--- src/rtl/adder_inverse_serial.sv ---
// Recovers addend B = SUM - A of a 12-bit adder, DIGIT bits per cycle, LSB digit first.
// Latency 12/DIGIT cycles from input transfer to out_valid; holds result in DONE until out_ready.
module adder_inverse_serial #(
  parameter int DIGIT = 4
) (
  input  logic        clk,
  input  logic        rst,
  input  logic        in_valid,
  output logic        in_ready,
  input  logic [12:0] SUM,
  input  logic [11:0] A,
  output logic        out_valid,
  input  logic        out_ready,
  output logic [11:0] B,
  output logic        err
);

  localparam int N = 12 / DIGIT;

  typedef enum logic [1:0] {
    IDLE = 2'd0,
    CALC = 2'd1,
    DONE = 2'd2
  } state_t;

  state_t         state;
  state_t         state_nxt;
  logic [12:0]    sum_q;
  logic [11:0]    a_q;
  logic [3:0]     cnt;
  logic           borrow;
  logic [DIGIT:0] diff;
  logic           last;

  // One digit of the ripple-borrow subtraction; the top bit is the outgoing borrow.
  always_comb begin
    diff = {1'b0, sum_q[int'(cnt)*DIGIT +: DIGIT]}
         - {1'b0, a_q[int'(cnt)*DIGIT +: DIGIT]}
         - {{DIGIT{1'b0}}, borrow};
    last = (cnt == 4'(N - 1));
  end

  always_ff @(posedge clk or posedge rst) begin
    if (rst) begin
      state <= IDLE;
    end else begin
      state <= state_nxt;
    end
  end

  always_comb begin
    state_nxt = state;
    in_ready  = 1'b0;
    out_valid = 1'b0;
    case (state)
      IDLE: begin
        in_ready = 1'b1;
        if (in_valid) state_nxt = CALC;
      end
      CALC: begin
        if (last) state_nxt = DONE;
      end
      DONE: begin
        out_valid = 1'b1;
        if (out_ready) state_nxt = IDLE;
      end
      default: state_nxt = IDLE;
    endcase
  end

  always_ff @(posedge clk or posedge rst) begin
    if (rst) begin
      sum_q  <= '0;
      a_q    <= '0;
      cnt    <= '0;
      borrow <= 1'b0;
      B      <= '0;
      err    <= 1'b0;
    end else begin
      case (state)
        IDLE: begin
          if (in_valid) begin
            sum_q  <= SUM;
            a_q    <= A;
            cnt    <= '0;
            borrow <= 1'b0;
            B      <= '0;
            err    <= 1'b0;
          end
        end
        CALC: begin
          B[int'(cnt)*DIGIT +: DIGIT] <= diff[DIGIT-1:0];
          borrow <= diff[DIGIT];
          cnt    <= cnt + 4'd1;
          // Result fits in 12 bits only when the sum's carry bit exactly absorbs the final borrow.
          if (last) err <= sum_q[12] ^ diff[DIGIT];
        end
        default: ;
      endcase
    end
  end

endmodule

--- config.mk ---
export PLATFORM = sky130hd
export DESIGN_NAME = adder_inverse_serial
export DESIGN_NICKNAME = d
export VERILOG_FILES = /design/src/rtl/adder_inverse_serial.sv
export SDC_FILE = /design/constraint.sdc
export NUM_CORES = 1
export LEC_CHECK = 0
export BUFFER_PORTS_ARGS = -buffer_cell sky130_fd_sc_hd__buf_2
export CORE_MARGIN = 3
export CORE_UTILIZATION = 55
export CTS_CLUSTER_DIAMETER = 80
export DETAILED_ROUTE_END_ITERATION = 16
export PLACE_DENSITY = 0.8
export SYNTH_ARGS = -nofsm -noshare
export SYNTH_HDL_FRONTEND = slang
export SYNTH_SLANG_ARGS = --single-unit
--- constraint.sdc ---
create_clock -name clk -period 3.6 [get_ports clk]
set_input_delay 0.72 -clock clk [delete_from_list [all_inputs] [get_ports clk]]
set_output_delay 0.72 -clock clk [all_outputs]
set_load 0.02 [all_outputs]
==> impl_metrics.toml, run 1 <==
[status]
status = "complete, no violations"

[finish]
final_common_cell = "dfrtp_1"
finish.utilization_pct = 65.96
final_area_um2 = 2676
fillers = 328
mostFrequentLayoutCells = "dfrtp_1 (45), buf_2 (43), mux2_2 (25)"
syn2layout_area_growth_pct = 13.47
final_nets = 290
drive_gt1_share_pct = 33.73
antenna_cells = 0

[logic_synthesis]
synth_cell_types = 42
synth_area_um2 = 2359
synthCells = 209
synth_mux_area_share_pct = 16.87
synth-xor-area-share_pct = 2.387
synthSimpleGateAreaFrac_pct = 14.16
synthAdderAreaFrac_pct = 5.942
postSynth.asyncResetShare_pct = 100.0
synth_top_family_by_area = "multiplexers"
postSynthAreaPerCell_um2 = 11.28
synth_edf_count = 0
synthesis.nets = 248
ys_ff_latch = 45
synth_compound_area_share_pct = 7.905
ys_seq_area_share_pct = 47.75
synth_flop_cell = "dfrtp_1"
ys.warnings.count = 0

[worst_setup_path]
crit_buf_inv = 1
crit_type = "reg2reg"
r2r_end = "err"
cpMostUsedCell = "fa_1"
arrival_ns = 3.14
r2r_slack_ns = 0.68
crit_path_start = "cnt[1]"
path_cells = "mux4_1 > and2_1 > fa_1 > inv_1 > fa_1 > nand2_1 > a21oi_1 > xnor3_1 > o21ai_0"
start_kind = "register"
path_delay_family = "flip-flops"
rr_worst_depth = 9
critPathRequiredTime_ns = 3.81
critPathCaptureType = "register"
max_stage_delay_ns = 0.69
crit_end = "err"
r2r-start = "cnt[1]"
critPathSlowestCell = "dfrtp_1"
cp_max_fo = 19
cp_num_cells = 9

[power]
seqPwrFrac_pct = 31.8
clockPowerShare_pct = 9.8
switchingPower_mw = 1.294
vdd_drop_max_mv = 0.5011
cell_internal_pwr_mw = 1.696
switching_share_pct = 43.28
comb_power_share_pct = 58.4
p_leak_nw = 1.307
power_density_nw_per_um2 = 1117

[routing]
via_per_inst = 5.404
dr.pass1.iters = 4
totalWireLength_um = 4434
drc = 0
postRouteAntennaNets = 0
dr.first_iter.drc_count = 91
route.vias.total = 1632
wl_per_cell_um = 14.68

[place]
place_area_um2 = 2594
io_buffers = 43
place.gp.congestion = 0.8078
hpwl_um = 3245

[floorplanning]
die_area_um2 = 5110
start_util_pct = 58.13
coreArea_um2 = 4058
row_count = 23
dieHeight_um = 71.49
io_pins = 44
die_w_um = 71.49

[timing]
rsz0062_at_grt = "false"
hold_violations = 0
final.setup.tns_ns = 0
tightest_slew_ns = 0.5589
timing.final.crit_share_pct = 81.18
finalSetupViolations = 0
slew_headroom_pct = 62.74
drv_slew = 0
skew_ns = 0.005554
period_minus_slack_ns = 2.922
max_freq_mhz = 342.2

[global_route]
grtUsageTotal_pct = 18.33
grt_pass1_vias = 1623
grt_pass1_wl_um = 7417
gr-total-overflow = 0
grt_max_degree = 46
grt_antenna_before_repair = 0

[min_path]
worstHoldPathType = "reg2reg"

[cts]
numClockSinks = 45
cts-htree-levels = 2
cts_setup_buffers = 0
clock_latency_ns = 0.29
ctsLongestPathBuffers = 2
tritoncts = "built"
cts_root_buffer = "clkbuf_8"
cts_made_buffers = 5
ctsHoldBuffers = 0
cts_resized = 0
clkSlewWorstSetupHoldPaths_ns = 0.08

[job]
drv_cap = 0
## per-stage QoR
stage / worst slack (ns) / hold WS (ns) / power [mW] / std cells
final: 0.6776 / 0.5004 / 2.990 / 302
after global routing: 0.5047 / 0.5219 / 3.254 / 302
after CTS: 0.6724 / 0.5028 / 3.020 / 302
after detailed placement: 0.6846 / 0.4850 / 2.721 / 294
after global placement: 0.7814 / 0.4759 / 2.650 / 294
after floorplan: 1.061 / 0.4682 / 2.320 / 209
## registers in the layout, summed over array words and instances (netlist names)
name	count
cnt	4
sum_q	13
state	2
borrow	1
a_q	12
B	12
err	1
## logic make-up after synthesis
logic type,Yosys count
flops,45
compound gates,29
mux,35
xor+xnor,4
simple gates,61
buf+inv,25
fa+ha+maj,10
## cell type report
type	instances	area (µm²)	area share, %
tap	50	62.56	2.338
timing repair buffer	46	237.7	8.883
clock inverter	2	10.01	0.3740
clock buffer	6	72.57	2.712
inverter	14	52.55	1.964
sequential	45	1126	42.08
multi-input combinational	139	1115	41.65
## power by group through the flow
| stage | Sequential [mW] | Combinational (mW) | Clock (mW) |
|---|---|---|---|
| 2_1_floorplan | 0.925 | 1.40 | 0 |
| 3_3_place_gp | 0.949 | 1.70 | 0 |
| 3_5_place_dp | 0.961 | 1.76 | 0 |
| 4_1_cts | 0.952 | 1.77 | 0.300 |
| 5_1_grt | 0.984 | 1.95 | 0.320 |
| 6_report | 0.951 | 1.75 | 0.293 |
## routing by layer
layer  vias to the layer above  share of wire (%)  global-route usage, %  wire length [µm]
met3                         5                6.2                  3.787               273
met4                         0               0.74                  5.637                33
met5                         -                  0                      0                 0
met1                       766                 45                  24.86              1986
met2                        46                 48                  29.80              2142
li1                        815                  -                      -                 -
## how the worst min path moves through the flow
stage                     slack, ns   start  cells past startpoint     end
after floorplan                0.47  borrow                      2  borrow
after global placement         0.48    B[1]                      2    B[1]
after detailed placement       0.48    B[0]                      2    B[0]
after CTS                      0.50    B[0]                      2    B[0]
after global routing           0.52    B[0]                      2    B[0]
final                          0.50    B[0]                      2    B[0]
## synth_stat cells, types with 2 or more instances
library cell | n | area share (%)
dfrtp_1 | 45 | 48
mux2_2 | 25 | 12
nand2_1 | 18 | 2.9
inv_1 | 14 | 2.2
nand3_1 | 13 | 2.8
o21ai_0 | 13 | 2.8
mux2i_1 | 9 | 3.8
ha_1 | 8 | 4.2
nand2b_1 | 6 | 1.6
a21oi_1 | 5 | 1.1
buf_2 | 4 | 0.85
clkbuf_1 | 4 | 0.64
nor2_1 | 4 | 0.64
nor2b_1 | 4 | 1.1
nor3_1 | 3 | 0.64
o22ai_1 | 3 | 0.80
buf_6 | 2 | 0.95
fa_1 | 2 | 1.7
nand4_1 | 2 | 0.53
o31ai_1 | 2 | 0.64
or3_1 | 2 | 0.53
## worst reg2reg max path: stages (launching register included)
cell     delay, ns
dfrtp_1       0.69
mux4_1        0.61
and2_1        0.18
fa_1          0.39
inv_1         0.09
fa_1          0.20
nand2_1       0.06
a21oi_1       0.23
xnor3_1       0.24
o21ai_0       0.15
Power figures use the tool's default switching activity.
==> run 2, diff against run 1 <==
==> constraint.sdc (replaced) <==
create_clock -name clk -period 2.8 [get_ports clk]
set_input_delay 0.56 -clock clk [delete_from_list [all_inputs] [get_ports clk]]
set_output_delay 0.56 -clock clk [all_outputs]
set_load 0.02 [all_outputs]
==> impl_metrics.toml, run 2 (synthesis gave the netlist of run 1 again) <==
[status]
status = "complete, no violations"

[global_route]
grt_pass1_vias = 1643
gr-total-overflow = 0
grt_pass1_wl_um = 7783
grt_max_degree = 46
grt_antenna_before_repair = 0
grtUsageTotal_pct = 19.59

[worst_setup_path]
cp_max_fo = 5
critPathSlowestCell = "mux4_1"
max_stage_delay_ns = 0.56
critPathRequiredTime_ns = 3.02
arrival_ns = 2.85
path_delay_family = "adder cells"
cpMostUsedCell = "fa_1"
crit_type = "reg2reg"
critPathCaptureType = "register"
crit_buf_inv = 1
path_cells = "mux4_1 > and2_1 > fa_1 > inv_1 > fa_1 > nand2_1 > a21oi_2 > xnor3_1 > o21ai_0"
start_kind = "register"

[job]
drv_cap = 0

[routing]
wl_per_cell_um = 14.92
drc = 0
dr.first_iter.drc_count = 74
postRouteAntennaNets = 0
totalWireLength_um = 4579
dr.pass1.iters = 6
route.vias.total = 1695
via_per_inst = 5.521

[cts]
cts_made_buffers = 5
clock_latency_ns = 0.31
tritoncts = "built"
cts_root_buffer = "clkbuf_8"
cts-htree-levels = 2
ctsLongestPathBuffers = 2
ctsHoldBuffers = 0
clkSlewWorstSetupHoldPaths_ns = 0.09
numClockSinks = 45

[timing]
period_minus_slack_ns = 2.634
drv_slew = 0
final.setup.tns_ns = 0
skew_ns = 0.01213
timing.final.crit_share_pct = 94.08
tightest_slew_ns = 0.5464
hold_violations = 0
finalSetupViolations = 0
max_freq_mhz = 379.6
slew_headroom_pct = 63.57

[floorplanning]
start_util_pct = 58.13
die_area_um2 = 5110
dieHeight_um = 71.49
coreArea_um2 = 4058
row_count = 23
io_pins = 44
die_w_um = 71.49

[power]
comb_power_share_pct = 59.5
vdd_drop_max_mv = 0.6874
switchingPower_mw = 1.757
cell_internal_pwr_mw = 2.337
p_leak_nw = 1.344
seqPwrFrac_pct = 28.4
switching_share_pct = 42.92
clockPowerShare_pct = 12.1
power_density_nw_per_um2 = 1491

[place]
hpwl_um = 3338
place.gp.congestion = 0.7723
place_area_um2 = 2631
io_buffers = 43
place_inst = 299

[finish]
final_area_um2 = 2746
syn2layout_area_growth_pct = 16.45
drive_gt1_share_pct = 35.41
antenna_cells = 0
registers.top_by_ff_count = "sum_q"
final_nets = 295
largest_reg_flops = 13
mostFrequentLayoutCells = "dfrtp_1 (45), buf_2 (43), mux2_2 (25)"
final_common_cell = "dfrtp_1"
finish.utilization_pct = 67.68
top_regs = "sum_q: 13 flops, B: 12 flops, a_q: 12 flops"
layout.cells.non_filler = 307

[min_path]
worstHoldPathType = "in2async"
-- run 2: cell types whose count changed in the layout (fill, tap and decap cells not counted) --
cell,change
clkinv_2,-2
bufinv_16,+1
buf_4,+5
clkinv_4,+1
a21oi_1,-1
a21oi_2,+1
-- run 2: worst paths after layout --
path | start | to | slack (ns) | cells after the start
max | cnt[1] | err | 0.17 | 9
min | rst | cnt[1] | 0.37 | 3
max reg2reg | cnt[1] | err | 0.17 | 9
min reg2reg | B[0] | B[0] | 0.50 | 2
max in group asynchronous | rst | cnt[0] | 2.05 | 3
min in group clk | out_ready | state[1] | 0.44 | 2
-- run 2: timing repair --
action	4_1_cts	5_1_grt
endpoints found under the setup margin	0	1
buffers inserted	0	0
gates resized for setup	0	1
-- run 2: power by group through the flow --
stage          combinational [mW]  clock [mW]  sequential, mW
5_1_grt                      2.73       0.531            1.21
6_report                     2.44       0.494            1.16
2_1_floorplan                1.79           0            1.19
3_5_place_dp                 2.37           0            1.18
3_3_place_gp                 2.31           0            1.16
4_1_cts                      2.42       0.504            1.17
-- run 2: final cells by class --
type / count / area (µm²)
fillers: 324 / 1311
inverters: 14 / 52.55
multi-input cells: 139 / 1119
clock buffers: 6 / 72.57
clock inverters: 2 / 38.79
repair buffers: 51 / 275.3
flip-flops and latches: 45 / 1126
well taps: 50 / 62.56
-- run 2: per-stage QoR --
| step | hold slack (ns) | setup slack (ns) | total power [mW] |
|---|---|---|---|
| 2_1_floorplan | 0.4682 | 0.2614 | 2.983 |
| 3_3_place_gp | 0.4764 | 0.3092 | 3.464 |
| 3_5_place_dp | 0.4850 | 0.1909 | 3.557 |
| 4_1_cts | 0.3903 | 0.08998 | 4.091 |
| 5_1_grt | 0.4306 | -0.01026 | 4.465 |
| 6_report | 0.3729 | 0.1658 | 4.094 |
-- run 2: tightest hold or removal path, cell delays in order --
cell and delay [ns]:
buf_2 0.10, clkinv_1 0.03, buf_4 0.45
-- run 2: metal layers --
metal / routed length (µm) / track usage (%) / share of wire [%] / vias up
li1: - / - / - / 824
met1: 1950 / 25.16 / 43 / 814
met2: 2282 / 31.73 / 50 / 49
met3: 275 / 5.610 / 6.0 / 8
met4: 70 / 7.098 / 1.5 / 0
met5: 0 / 0 / 0 / -
==> run 3, diff against run 2 <==
--- a/config.mk
+++ b/config.mk
@@ -5,7 +5,8 @@
 export SDC_FILE = /design/constraint.sdc
 export NUM_CORES = 1
 export LEC_CHECK = 0
-export BUFFER_PORTS_ARGS = -buffer_cell sky130_fd_sc_hd__buf_2
+export ABC_AREA = 1
+export BUFFER_PORTS_ARGS = -buffer_cell sky130_fd_sc_hd__buf_4
 export CORE_MARGIN = 3
 export CORE_UTILIZATION = 55
 export CTS_CLUSTER_DIAMETER = 80
==> impl_metrics.toml, run 3 <==
[finish]
antenna_cells = 0
fillers = 309
syn2layout_area_growth_pct = 22.26
registers.top_by_ff_count = "sum_q"
final_nets = 369
mostFrequentLayoutCells = "nand2_1 (101), buf_4 (49), dfrtp_1 (44)"
final_common_cell = "nand2_1"
drive_gt1_share_pct = 22.05
top_regs = "sum_q: 13 flops, B: 12 flops, a_q: 12 flops"
largest_reg_flops = 13

[cts]
tritoncts = "built"
cts_root_buffer = "clkbuf_8"
ctsHoldBuffers = 0
cts-htree-levels = 2
numClockSinks = 45
clkSlewWorstSetupHoldPaths_ns = 0.08
cts_made_buffers = 5
clock_latency_ns = 0.30
ctsLongestPathBuffers = 2

[routing]
via_per_inst = 5.272
postRouteAntennaNets = 0
drc = 0
wl_per_cell_um = 13.13
route.vias.total = 1998
dr.first_iter.drc_count = 108
dr.pass1.iters = 5
totalWireLength_um = 4977

[logic_synthesis]
synth_edf_count = 0
synth_area_leaders = "dfrtp_1 (49%), nand2_1 (17%), inv_1 (4.9%), ha_1 (4.3%), o21ai_0 (3.9%)"
ys_seq_area_share_pct = 48.86
yosysTopAreaCell = "dfrtp_1"
synthesis.nets = 322
ys.warnings.count = 0
synth_cell_types = 31
synth_flop_cell = "dfrtp_1"
postSynthAreaPerCell_um2 = 8.144
postSynth.asyncResetShare_pct = 100.0
synthCells = 283
ys_ff_latch = 45
synth_area_um2 = 2305
synth_top_area_share_pct = 48.86
synth_common_cells = "nand2_1 (102), dfrtp_1 (45), inv_1 (30)"
yosysMostFrequentCell = "nand2_1"

[power]
vdd_drop_max_mv = 0.6256
p_leak_nw = 1.489
power_density_nw_per_um2 = 1365

[timing]
final.setup.tns_ns = 0
hold_violations = 0
fin_hold_ws_ns = 0.3886
tightest_slew_ns = 0.5478
finalSetupViolations = 0
period_minus_slack_ns = 2.536
rsz0062_at_grt = "false"
timing.final.crit_share_pct = 90.58
drv_slew = 0
skew_ns = 0.005425
max_freq_mhz = 394.3
slew_headroom_pct = 63.48

[place]
io_buffers = 43
place.gp.congestion = 0.9108
hpwl_um = 3681

[global_route]
gr-total-overflow = 0
grt_pass1_vias = 1860
grt_max_degree = 46
grtUsageTotal_pct = 20.74
grt_antenna_before_repair = 0
grt_pass1_wl_um = 8459

[worst_setup_path]
critPathCaptureType = "register"
critPathRequiredTime_ns = 3.04
cp_max_fo = 9
start_kind = "register"
crit_type = "reg2reg"
arrival_ns = 2.78

[floorplanning]
coreArea_um2 = 3854
die_area_um2 = 5003
io_pins = 44
start_util_pct = 59.81
die_w_um = 70.74
dieHeight_um = 70.74
row_count = 22

[min_path]
worstHoldPathType = "in2async"

[status]
status = "complete, no violations"

[job]
drv_cap = 0
==> run 3: changes by cell type after synthesis, moves of 3 or more <==
cell      previous run  this run
o21ai_0             13        18
or2_2                0         3
inv_1               14        30
nand2b_1             6         0
nand2_1             18       102
nor2_1               4        10
nand4_1              2         5
mux2_2              25         0
nor2b_1              4         0
nand3_1             13        16
mux2i_1              9         0
o21ai_1              0         5
==> run 3: worst paths after layout <==
kind | from | cells past startpoint | slack, ns | end
min in group clk | out_ready | 2 | 0.42 | state[1]
worst min register to register | sum_q[2] | 2 | 0.49 | sum_q[2]
max in group asynchronous | rst | 3 | 2.00 | cnt[0]
worst min-delay path | rst | 3 | 0.39 | state[1]
worst max-delay path | cnt[1] | 14 | 0.26 | err
worst max register to register | cnt[1] | 14 | 0.26 | err
==> run 3: through the flow <==
stage	power (mW)	instance area (µm²)	cells	utilization [%]	setup slack (ns)
2_1_floorplan	2.664	2305	283	-	0.1758
3_3_place_gp	3.160	2674	370	69.38	0.2698
3_5_place_dp	3.239	2674	370	69.38	0.1369
4_1_cts	3.756	2790	378	72.40	0.07887
5_1_grt	4.192	2818	379	73.12	0.006115
6_report	3.845	2818	379	73.12	0.2637
==> run 3: cell type report <==
type                            instances  area [µm²]  area share (%)
Sequential cell                        45        1127           40.01
Multi-Input combinational cell        198        1030           36.55
Inverter                               31       116.4           4.130
Tap cell                               48       60.06           2.131
Clock inverter                          1       30.03           1.066
Clock buffer                            7       86.33           3.064
Timing Repair Buffer                   49       367.9           13.06
==> run 3: layer usage <==
metal  wire length [µm]  global-route usage [%]  part of all wire (%)  up-vias
met3                249                   3.551                   5.0        9
met4                 71                   7.516                   1.4        0
met5                  0                       0                     0        -
li1                   -                       -                     -      998
met1               2246                   28.07                    45      941
met2               2409                   33.68                    48       50
==> run 3: critical path, cell delays in order, from the launching register on <==
cell     delay, ns
dfrtp_1       0.42
buf_4         0.18
a21oi_1       0.13
o21ai_0       0.13
a21oi_2       0.21
fa_1          0.22
inv_1         0.06
fa_1          0.42
nand2_1       0.09
a21o_1        0.14
xor2_2        0.19
inv_1         0.08
nand2_1       0.07
nand3_1       0.07
nand2_1       0.05
==> run 3: cells by family after synthesis <==
logic type	after synthesis	share of synthesized area (%)
buf+inv	40	7.275
compound gates	40	9.772
fa+ha+maj	10	6.081
simple gates	144	26.49
flops	45	48.86
xor+xnor	4	1.520
==> run 3: where the power goes <==
part	internal, mW	switching [mW]
clock	0.291	0.210
combinational	0.833	1.38
sequential	0.944	0.189
==> run 3: what timing repair did <==
item,in CTS,in global routing
setup buffers,0,1
setup endpoints to repair,0,5
gates resized for setup,0,8
